<file path="config.mk">
export PLATFORM = sky130hd
export DESIGN_NAME = bus_interface_q
export DESIGN_NICKNAME = d
export VERILOG_FILES = /design/src/rtl/bus_interface_q.sv
export SDC_FILE = /design/constraint.sdc
export NUM_CORES = 1
export LEC_CHECK = 0
export ABC_AREA = 0
export ABC_CLOCK_PERIOD_IN_PS = 4900
export CAP_MARGIN = 30
export CORE_MARGIN = 10
export CORE_UTILIZATION = 45
export CTS_CLUSTER_DIAMETER = 40
export DETAILED_ROUTE_END_ITERATION = 10
export DONT_BUFFER_PORTS = 1
export HOLD_SLACK_MARGIN = 0.03
export SETUP_SLACK_MARGIN = 0.15
export SYNTH_ARGS = -nofsm -noshare
export SYNTH_HDL_FRONTEND = slang
export SYNTH_SLANG_ARGS = --single-unit
</file>
<file path="constraint.sdc">
create_clock -name clk -period 4.9 [get_ports clk]
set_input_delay 0.49 -clock clk [delete_from_list [all_inputs] [get_ports clk]]
set_output_delay 0.49 -clock clk [all_outputs]
set_load 0.005 [all_outputs]
</file>
<file path="src/rtl/bus_interface_q.sv">
// Purpose: queued PE-to-CGRA bus interface; buffers PE commands, issues them via request/grant, returns read data.
// Latency: push->bus_request 2 edges; grant->bus_valid 1 edge; read ack->rsp_valid 2 edges; timeout TIMEOUT+1 after issue.
// Backpressure: cmd_ready drops when the FIFO holds QDEPTH entries; rsp_valid and its fields hold until rsp_ready.
module bus_interface_q #(
    parameter int DATA_W  = 32,
    parameter int ADDR_W  = 32,
    parameter int REG_AW  = 5,
    parameter int QDEPTH  = 4,
    parameter int TIMEOUT = 255
) (
    input  logic                         clk,
    input  logic                         reset_n,
    input  logic                         cmd_valid,
    output logic                         cmd_ready,
    input  logic [2:0]                   cmd_op,
    input  logic [ADDR_W-1:0]            cmd_addr,
    input  logic [DATA_W-1:0]            cmd_data,
    input  logic [DATA_W-1:0]            cmd_pc,
    input  logic [REG_AW-1:0]            cmd_rs1,
    input  logic [REG_AW-1:0]            cmd_rs2,
    input  logic [REG_AW-1:0]            cmd_rd,
    input  logic                         cmd_reg_sel,
    output logic                         rsp_valid,
    input  logic                         rsp_ready,
    output logic [DATA_W-1:0]            rsp_a,
    output logic [DATA_W-1:0]            rsp_b,
    output logic                         rsp_err,
    output logic [$clog2(QDEPTH+1)-1:0]  q_count,
    output logic                         bus_request,
    input  logic                         grant,
    output logic                         bus_valid,
    output logic [2:0]                   bus_op,
    output logic [ADDR_W-1:0]            bus_addr,
    output logic [DATA_W-1:0]            bus_data,
    output logic [DATA_W-1:0]            bus_pc,
    output logic [REG_AW-1:0]            bus_rs1,
    output logic [REG_AW-1:0]            bus_rs2,
    output logic [REG_AW-1:0]            bus_rd,
    output logic                         bus_reg_sel,
    input  logic                         mem_ack,
    input  logic [DATA_W-1:0]            mem_data,
    input  logic                         data_ready,
    input  logic [DATA_W-1:0]            amux_bus,
    input  logic [DATA_W-1:0]            bmux_bus
);
    localparam int CW = $clog2(QDEPTH + 1);
    localparam int PW = $clog2(QDEPTH);

    localparam logic [2:0] OP_MEM_RD = 3'd0;
    localparam logic [2:0] OP_REG_RD = 3'd3;
    localparam logic [2:0] OP_EXEC   = 3'd4;

    typedef struct packed {
        logic [2:0]        op;
        logic [ADDR_W-1:0] addr;
        logic [DATA_W-1:0] data;
        logic [DATA_W-1:0] pc;
        logic [REG_AW-1:0] rs1;
        logic [REG_AW-1:0] rs2;
        logic [REG_AW-1:0] rd;
        logic              reg_sel;
    } cmd_t;

    typedef enum logic [2:0] {IDLE, REQ, ISSUE, WAIT, RESP} state_t;

    state_t          state;
    cmd_t            fifo_mem [QDEPTH];
    logic [PW-1:0]   wr_ptr;
    logic [PW-1:0]   rd_ptr;
    logic [CW-1:0]   count;
    logic [15:0]     timer;
    logic            ack_seen;
    cmd_t            head;
    logic            head_illegal;
    logic            push;
    logic            pop;
    logic            ack_hit;

    assign head         = fifo_mem[rd_ptr];
    assign head_illegal = (head.op > OP_EXEC);
    assign cmd_ready    = (count != CW'(QDEPTH));
    assign q_count      = count;
    assign push         = cmd_valid && cmd_ready;
    // Head leaves the queue at the end of its issue cycle, or straight away when it is an illegal op.
    assign pop          = (state == ISSUE) || ((state == IDLE) && (count != '0) && head_illegal);
    // Only the ack that matches the outstanding read type completes it.
    assign ack_hit      = ((bus_op == OP_MEM_RD) && mem_ack) || ((bus_op == OP_REG_RD) && data_ready);

    // Command storage; contents need no reset since occupancy is tracked by count.
    always_ff @(posedge clk) begin
        if (push) begin
            fifo_mem[wr_ptr] <= '{op: cmd_op, addr: cmd_addr, data: cmd_data, pc: cmd_pc,
                                  rs1: cmd_rs1, rs2: cmd_rs2, rd: cmd_rd, reg_sel: cmd_reg_sel};
        end
    end

    // FIFO pointers and occupancy; a simultaneous push and pop leave the count unchanged.
    always_ff @(posedge clk) begin
        if (!reset_n) begin
            wr_ptr <= '0;
            rd_ptr <= '0;
            count  <= '0;
        end else begin
            if (push) wr_ptr <= wr_ptr + 1'b1;
            if (pop)  rd_ptr <= rd_ptr + 1'b1;
            if (push && !pop)      count <= count + 1'b1;
            else if (pop && !push) count <= count - 1'b1;
        end
    end

    // Issue/response sequencer with all bus and response outputs registered.
    always_ff @(posedge clk) begin
        if (!reset_n) begin
            state       <= IDLE;
            bus_request <= 1'b0;
            bus_valid   <= 1'b0;
            bus_op      <= '0;
            bus_addr    <= '0;
            bus_data    <= '0;
            bus_pc      <= '0;
            bus_rs1     <= '0;
            bus_rs2     <= '0;
            bus_rd      <= '0;
            bus_reg_sel <= 1'b0;
            rsp_valid   <= 1'b0;
            rsp_a       <= '0;
            rsp_b       <= '0;
            rsp_err     <= 1'b0;
            timer       <= '0;
            ack_seen    <= 1'b0;
        end else begin
            bus_valid <= 1'b0;
            case (state)
                IDLE: begin
                    if (count != '0) begin
                        if (head_illegal) begin
                            state     <= RESP;
                            rsp_valid <= 1'b1;
                            rsp_err   <= 1'b1;
                            rsp_a     <= '0;
                            rsp_b     <= '0;
                        end else begin
                            state       <= REQ;
                            bus_request <= 1'b1;
                        end
                    end
                end
                REQ: begin
                    if (grant) begin
                        state       <= ISSUE;
                        bus_request <= 1'b0;
                        bus_valid   <= 1'b1;
                        bus_op      <= head.op;
                        bus_addr    <= head.addr;
                        bus_data    <= head.data;
                        bus_pc      <= head.pc;
                        bus_rs1     <= head.rs1;
                        bus_rs2     <= head.rs2;
                        bus_rd      <= head.rd;
                        bus_reg_sel <= head.reg_sel;
                    end
                end
                ISSUE: begin
                    timer    <= '0;
                    ack_seen <= 1'b0;
                    if ((bus_op == OP_MEM_RD) || (bus_op == OP_REG_RD)) state <= WAIT;
                    else                                              state <= IDLE;
                end
                WAIT: begin
                    // Read data is captured on the ack edge and presented one edge later.
                    if (ack_seen) begin
                        state     <= RESP;
                        rsp_valid <= 1'b1;
                    end else if (ack_hit) begin
                        ack_seen <= 1'b1;
                        rsp_err  <= 1'b0;
                        if (bus_op == OP_MEM_RD) begin
                            rsp_a <= mem_data;
                            rsp_b <= '0;
                        end else begin
                            rsp_a <= amux_bus;
                            rsp_b <= bmux_bus;
                        end
                    end else if (timer == 16'(TIMEOUT - 1)) begin
                        state     <= RESP;
                        rsp_valid <= 1'b1;
                        rsp_err   <= 1'b1;
                        rsp_a     <= '0;
                        rsp_b     <= '0;
                    end else begin
                        timer <= timer + 16'd1;
                    end
                end
                RESP: begin
                    if (rsp_ready) begin
                        state     <= IDLE;
                        rsp_valid <= 1'b0;
                    end
                end
                default: state <= IDLE;
            endcase
        end
    end
endmodule

</file>
Word-level counts from Yosys, hierarchy flattened
Memories as Yosys holds them, arrays and structs flattened. A register that Yosys moved wholly into a read port is not among the register bits.
Index checks and enable logic that the tools add are counted.
Operators by class
  add/sub/neg operators: 5
  $lt $le $gt $ge: 1
  equality and inequality tests: 18
  muxes and demuxes: 48
  reduce and logical (&&, ||, !) cells: 27
Operators with widths (number)
  $mux 32: 9
  $pmux 32 s2: 2
  $mux 16: 3
  $pmux 16 s2: 1
  $mux 3: 9
  $add 16x1->16 const B: 1
  $eq 16x8->1 const B: 1
  $mux 1: 16
  $pmux 3 s5: 1
  $ne 2x2->1 const B: 7
  $ne 3x3->1 const B: 4
  $reduce_and 5->1: 2
  $eq 3x2->1 const B: 3
  $reduce_and 4->1: 2
  $reduce_bool 2->1: 4
  $logic_and 1x1->1: 7
  $logic_not 3->1: 2
  $mux 2: 3
  $pmux 1 s2: 3
  $reduce_and 6->1: 1
  $reduce_bool 3->1: 2
  $add 2x1->2 const B: 2
  $reduce_and 2->1: 2
  $add 3x1->3 const B: 1
  8 further kinds: 11
Storage, ports and cells
  bits in registers: 210
  memory bits (writable): 460
  input port bits: 218
  output and inout bits: 187
  word-level logic and storage cells: 120
  memories kept: 1
Memory list
  fifo_mem: depth 4, width 115, rd ports 1, clocked after memory_dff 1, write ports 1, RTL line 67  | cmd_t fifo_mem [QDEPTH];

Depth between registers and ports, before layout
Gate-level depths: netlist of run 1.
  depth in word-level cells: 7
  depth in mapped cells: 11
  depth with buffers taken out: 10

Worst setup path after synthesis of run 1
Ideal clock, no wire load.
  path type: flip-flop to flip-flop
  start point: register count[0], in the netlist q_count[0]
  end point: memory fifo_mem[0][0] (netlist bit), enable pin
  setup time: 488 ps
  arrival: 3350 ps
  setup slack: 1062 ps
  stages on the path, launching flop included: 4
  buffers on the path: 0
  cell sequence: dfxtp_1 > nor2_1 > nand2_1 > and3_1
Between the ends
  word-level cells in the longest chain between the ends: 4
Ends and longest elaborated chain
  start: declaration: RTL line 70  | logic [CW-1:0] count;
  start signal: assignment: RTL line 106  | if (push && !pop) count <= count + 1'b1;
  start signal: assignment: RTL line 107  | else if (pop && !push) count <= count - 1'b1;
  $ne 3x3->1: RTL line 81  | assign cmd_ready = (count != CW'(QDEPTH));
  net cmd_ready: RTL line 14  | output logic cmd_ready,
  $logic_and 1x1->1: RTL line 83  | assign push = cmd_valid && cmd_ready;
  $mux 1: RTL line 91  | if (push) begin
  $mux 1 (not written as such): RTL line 92  | fifo_mem[wr_ptr] <= '{op: cmd_op, addr: cmd_addr, data: cmd_data, pc: cmd_pc,
  end: declaration: RTL line 67
The timed path passes the listed nets, and every way through them passes these cells.

==> results.tsv, run 1 <==
metric	value	unit
status	complete, no violations	
Synth Net Count	1868	
via-per-instance ratio	5.44	
Ys Warns	0	
H-tree depth	3	
Final Max Tran Viols	0	
Tcrit/Tclk final	57.6	%
number of synthesized flops with an enable pin	460	
Netlist Area Pre-Place	0.0254	sq mm
P per Cell Area	525	mW/mm^2
CP Max Fanout	6	
GRT Util Overall	18.7	%
drt first-iter violations	926	
fillers	4344	
CP Data Arrival Time	3370	ps
FP Rows	86	
initial antenna violation count	9	
total of max-cap violations	0	
vias	14391	
fin nets	2032	
largest net degree at the start of global routing	120	
latest clock arrival within the worst-skew pair	630	ps
Placed Cells	2308	
syn avg cell area	15.4	sq um
Layout Skew	18.8	ps
I/O Buffers	0	
clock slew at the register clock pins of the worst setup and hold paths	50	ps
post-synthesis cell type count	52	
initial core utilization	45.8	%
FFs w/ async S/R, synth	0	%
critical path startpoint category	register	
crit path kind	register to register	
vias in the first global route	15116	
Routed WL	63.2	mm
CP Capture Type	register	
# IOs	405	
min Tclk post-route	2820	ps
Leak	10.1	nW
post-route insts no fill	2646	
register area share after synthesis	71.2	%
utilization after layout	56.4	%
GRT overflow	0	
Routed WL per cell	23.9	um
fmax	0.354	GHz
hold crit path type	primary input to register	
setup TNS	0	ps
first-pass GRT wire length	95.2	mm
Final HPWL DP	37.3	mm
die footprint	0.0663	sq mm
dominant synthesized flop cell	edfxtp_1	
Core ar.	0.0554	sq mm
synthesized instance count	1642	
Place WS	2070	ps
area grow syn2layout	23.2	%
Die X	257	um
Setup Fix Bufs, Post-CTS	0	
Sink Count	672	
post-route ant nets	0	
maximum VDD drop	0.363	mV
chip height	257	um
TritonCTS clock tree	built	
1st-pass router iterations	5	
Synth Register Bits	672	
required time worst endpoint	5450	ps
final setup vio count	0	
Worst-Margin Slew	1010	ps
total power	16.4	mW
crit path setup slack, layout	2080	ps
layout cell share with drive strength beyond 1	19.4	%
CTS Root Cell	clkbuf_16	
CTS buffer count	101	
final hold vios	0	
Final GP Congestion	0.919	
RSZ-0062 raised after global routing	false	
DRC violations left	0	
relative slew slack	32.7	%
clock buffer depth	3	
-- path summary, 6_finish.rpt --
check	from	endpoint	slack, ps	cells after the start
max	register	q_count[2]$_SDFFE_PN0P_	2080	10
min	bmux_bus[20]	rsp_b[20]$_SDFFE_PN0P_	80	2
max reg2reg	register	q_count[2]$_SDFFE_PN0P_	2080	10
min reg2reg	bus_pc[10]$_SDFFE_PN0P_	bus_pc[10]$_SDFFE_PN0P_	490	2
-- kinds of logic (layout without fill, tap and decap cells) --
| logic type | count (synthesis) | after routing | share of synthesized area [%] |
|---|---|---|---|
| multiplexers | 151 | 151 | 11.8 |
| other | 0 | 3 | 0 |
| AO/OA/AOI/OAI | 290 | 290 | 7.74 |
| XOR/XNOR | 8 | 8 | 0.276 |
| buffers and inverters | 112 | 365 | 1.81 |
| flip-flops | 672 | 672 | 71.2 |
| AND/OR/NAND/NOR | 401 | 401 | 6.76 |
| adder cells (fa/ha/maj) | 8 | 8 | 0.424 |
-- metrics by stage --
step                instance area [sq um]  hold WS (ps)
CTS                                 31200          32.0
global placement                    26200           479
detailed placement                  26200           485
finish                              31200          80.7
floorplan                           25400           458
global route                        31200          44.8
-- power by group --
| group | total [mW] | internal (mW) | leakage, nW | switching (mW) |
|---|---|---|---|---|
| Combinational | 2.21 | 0.914 | 2.48 | 1.29 |
| Clock | 7.24 | 4.61 | 1.71 | 2.63 |
| Sequential | 6.97 | 6.69 | 5.93 | 0.280 |
-- registers in the layout, summed over array words and instances (netlist names), 16 cells and up, named ones only --
name	flops
rsp_b	32
bus_addr	32
bus_data	32
fifo_mem	460
bus_pc	32
rsp_a	32
timer	16
-- placed cells by master (no fill, tap or decap), types with 7 or more instances in the layout --
cell type / netlist / layout
dfxtp_1: 212 / 210
ha_1: 7 / 7
clkinv_4: 0 / 9
or3_1: 10 / 10
a21oi_1: 15 / 15
nand3_1: 9 / 8
edfxtp_1: 460 / 460
inv_6: 0 / 9
bufinv_16: 0 / 9
a21boi_0: 159 / 159
mux4_2: 115 / 115
buf_4: 0 / 16
clkbuf_8: 0 / 13
nor2_1: 16 / 16
clkbuf_1: 80 / 16
clkinv_2: 0 / 12
dlygate4sd3_1: 0 / 139
a21boi_1: 23 / 23
nand2_1: 312 / 312
mux2_2: 32 / 32
clkinvlp_4: 0 / 10
o21ai_0: 75 / 75
clkbuf_16: 0 / 104
inv_1: 7 / 7
-- final cells by class --
cell class / count / area, sq um / area share [%]
clock buffer: 133 / 2840 / 9.09
multi-input combinational: 858 / 6910 / 22.1
sequential: 672 / 18100 / 57.8
inverter: 7 / 26.3 / 0.0841
tap: 748 / 936 / 3.00
antenna: 3 / 7.51 / 0.0240
timing repair buffer: 166 / 1770 / 5.66
clock inverter: 59 / 688 / 2.20
-- worst max-delay path, stage by stage, from the launching register on --
cell and delay, ps:
dfxtp_4 400, mux4_2 540, o21ai_2 260, o22ai_1 210, inv_1 100, ha_1 170
inv_1 60, fa_1 370, xor2_1 170, or3_1 300, a21boi_0 170
-- cell usage after synthesis, drive strengths merged (9+ instances only) --
master	instances	area (sq um)
a21boi	182	1370
a21oi	15	75.1
and3	9	56.3
buf	25	133
clkbuf	80	300
dfxtp	212	4240
edfxtp	460	13800
mux2	32	360
mux4	115	2590
nand2	312	1170
nand3	9	45.0
nor2	16	60.1
o21ai	78	394
or3	13	96.3
-- per-layer routing --
metal,GRT usage (%),wire (um)
met5,0,40
met4,6.49,1510
met3,6.11,5510
met2,31.6,31400
met1,22.2,24700
-- repair_timing --
| action | CTS | global route |
|---|---|---|
| gates resized for setup | 0 | 0 |
| hold buffers | 142 | 0 |
| endpoints found under the hold margin | 577 | 0 |
(Power assumes the default switching activity.)
==> run 2, diff against run 1 <==
ABC_CLOCK_PERIOD_IN_PS = 2800   (was 4900)
clock period = 2.8 ns   (was 4.9 ns; I/O delays follow)
==> results.tsv, run 2 (synthesized netlist as in run 1, its figures left out) <==
metric	value	unit	change
vias in the first global route	15475		+2.4%
crit path kind	register to register		
Int Power	21.4	mW	+75%
status	complete, no violations		
fin nets	2114		+4.0%
CP Data Arrival Time	3140	ps	-230 ps
RSZ-0062 raised after global routing	true		
Placed Cells	2317		+0.39%
Routed WL per cell	23.0	um	-3.5%
GRT Util Overall	18.7	%	about the same
crit path setup slack, layout	219	ps	-1860 ps
initial antenna violation count	5		-4
CTS buffer count	102		+0.99%
total of max-cap violations	0		unchanged
Leak	10.4	nW	+3.1%
min Tclk post-route	2580	ps	-243 ps
Layout Skew	23.9	ps	+5.03 ps
clock slew at the register clock pins of the worst setup and hold paths	50	ps	about the same
maximum VDD drop	0.578	mV	+59%
clock buffer depth	3		unchanged
GRT overflow	0		unchanged
Final GP Congestion	0.814		-11%
FF-to-FF path depth	10		unchanged
fmax	0.387	GHz	+9.4%
Core ar.	0.0554	sq mm	unchanged
Design Area, Final	0.0320	sq mm	+2.4%
combinational power share	14.8	%	+1.4 points
required time worst endpoint	3360	ps	-2090 ps
hold crit path type	primary input to register		
latest clock arrival within the worst-skew pair	640	ps	about the same
delay of the slowest cell on the worst path	550	ps	about the same
Worst-Margin Slew	887	ps	-123 ps
Sink Count	672		unchanged
first-pass GRT wire length	96.0	mm	+0.84%
CP Capture Type	register		
# IOs	405		unchanged
die footprint	0.0663	sq mm	unchanged
Sw Ratio	26.0	%	+0.37 points
via-per-instance ratio	5.36		-1.4%
1st-pass router iterations	5		unchanged
FP Rows	86		unchanged
Worst Setup EP	q_count[2]$_SDFFE_PN0P_		
drt first-iter violations	832		-10%
TritonCTS clock tree	built		
most frequent cells in the layout	edfxtp_1, nand2_1, dlygate4sd3_1		
CP cell instances	mux4_2 > o21ai_4 > o22ai_4 > inv_1 > ha_2 > inv_1 > fa_1 > xor2_1 > or3_1 > a21boi_1		
Largest register FFs	460		unchanged
Worst path most repeated cell	inv_1		
post-route insts no fill	2725		+3.0%
H-tree depth	3		unchanged
critical path startpoint category	register		
final setup vio count	0		unchanged
vias	14616		+1.6%
Final HPWL DP	37.5	mm	+0.55%
Place WS	173	ps	-1900 ps
DRC violations left	0		unchanged
Post-DP Area	0.0264	sq mm	+0.59%
final hold vios	0		unchanged
Reg with most FFs	fifo_mem		
CP Max Fanout	5		-1
largest net degree at the start of global routing	201		+68%
Routed WL	62.7	mm	-0.66%
commonest non-fill, non-tap cell in the layout	edfxtp_1		
sequential share of power	42.1	%	-0.4 points
P_sw	7.50	mW	+79%
chip height	257	um	unchanged
Final Max Tran Viols	0		unchanged
CP max-delay cell	mux4_2		
R2R setup slack	220	ps	-1860 ps
setup TNS	0	ps	unchanged
reg2reg end	q_count[2]$_SDFFE_PN0P_		
CTS Root Cell	clkbuf_16		
clock power share	43.2	%	-0.9 points
area grow syn2layout	26.2	%	
P per Cell Area	903	mW/mm^2	+72%
post-route ant nets	0		unchanged
Die X	257	um	unchanged
initial core utilization	45.8	%	unchanged
relative slew slack	40.9	%	+8.2 points
Tcrit/Tclk final	92.2	%	+35 points
I/O Buffers	0		unchanged
layout cell share with drive strength beyond 1	19.0	%	-0.37 points
[run 2: worst max-delay path: cells and delay by family (launching register included)]
kind	cells	cell delay, ps
AND/OR/NAND/NOR	1	310
buffers and inverters	2	120
adder cells (fa/ha/maj)	2	550
flip-flops	1	380
multiplexers	1	550
XOR/XNOR	1	180
AO/OA/AOI/OAI	3	430
[run 2: how the worst min path moves through the flow]
stage / depth (start not counted) / to / slack [ps] / start
floorplan: 0 / fifo_mem[0][0]$_DFFE_PP_ / 380 / cmd_reg_sel
global placement: 0 / fifo_mem[2][99]$_DFFE_PP_ / 380 / cmd_addr[19]
detailed placement: 0 / fifo_mem[3][99]$_DFFE_PP_ / 380 / cmd_addr[19]
CTS: 4 / bus_request$_SDFFE_PN0P_ / 30 / grant
global route: 3 / rsp_a[16]$_SDFFE_PN0P_ / 50 / amux_bus[16]
finish: 3 / rsp_a[17]$_SDFFE_PN0P_ / 60 / amux_bus[17]
[run 2: cell type report]
class	count	area, sq um
tap	748	936
fill	4299	23400
inverter	7	26.3
antenna	3	7.51
clock buffer	127	2740
sequential	672	18100
clock inverter	63	708
timing repair buffer	247	2580
multi-input combinational	858	6940
[run 2: per-stage QoR]
stage          hold slack [ps]  utilization [%]  power [mW]
2_1_floorplan              379                -        14.9
3_3_place_gp               379             47.6        16.1
3_5_place_dp               379             47.6        16.2
4_1_cts                   33.4             57.7        29.2
5_1_grt                   45.2             57.7        30.1
6_report                  57.6             57.8        28.9
[run 2: routing by layer]
| layer | share of wire (%) | track usage [%] | up-vias |
|---|---|---|---|
| li1 | - | - | 6692 |
| met4 | 2.4 | 6.19 | 4 |
| met1 | 38 | 21.4 | 7366 |
| met3 | 8.6 | 6.80 | 105 |
| met5 | 0.041 | 0 | - |
| met2 | 51 | 32.1 | 449 |
[run 2: power by group through the flow]
stage	clock (mW)	combinational (mW)	sequential [mW]
floorplan	0	2.76	12.2
global placement	0	3.77	12.3
detailed placement	0	3.80	12.4
CTS	12.8	4.27	12.2
global route	13.2	4.66	12.3
finish	12.5	4.26	12.2
[run 2: timing repair]
action,in CTS,in global routing
hold buffers,213,0
endpoints found under the setup margin,0,3
resized for setup,0,4
endpoints found under the hold margin,672,0
setup buffers,0,2
==> run 3, diff against run 2 <==
SKIP_LAST_GASP = 1   (was default)
==> results of run 3 <==
No change in the layout: final DEF, timing and power equal those of run 2.
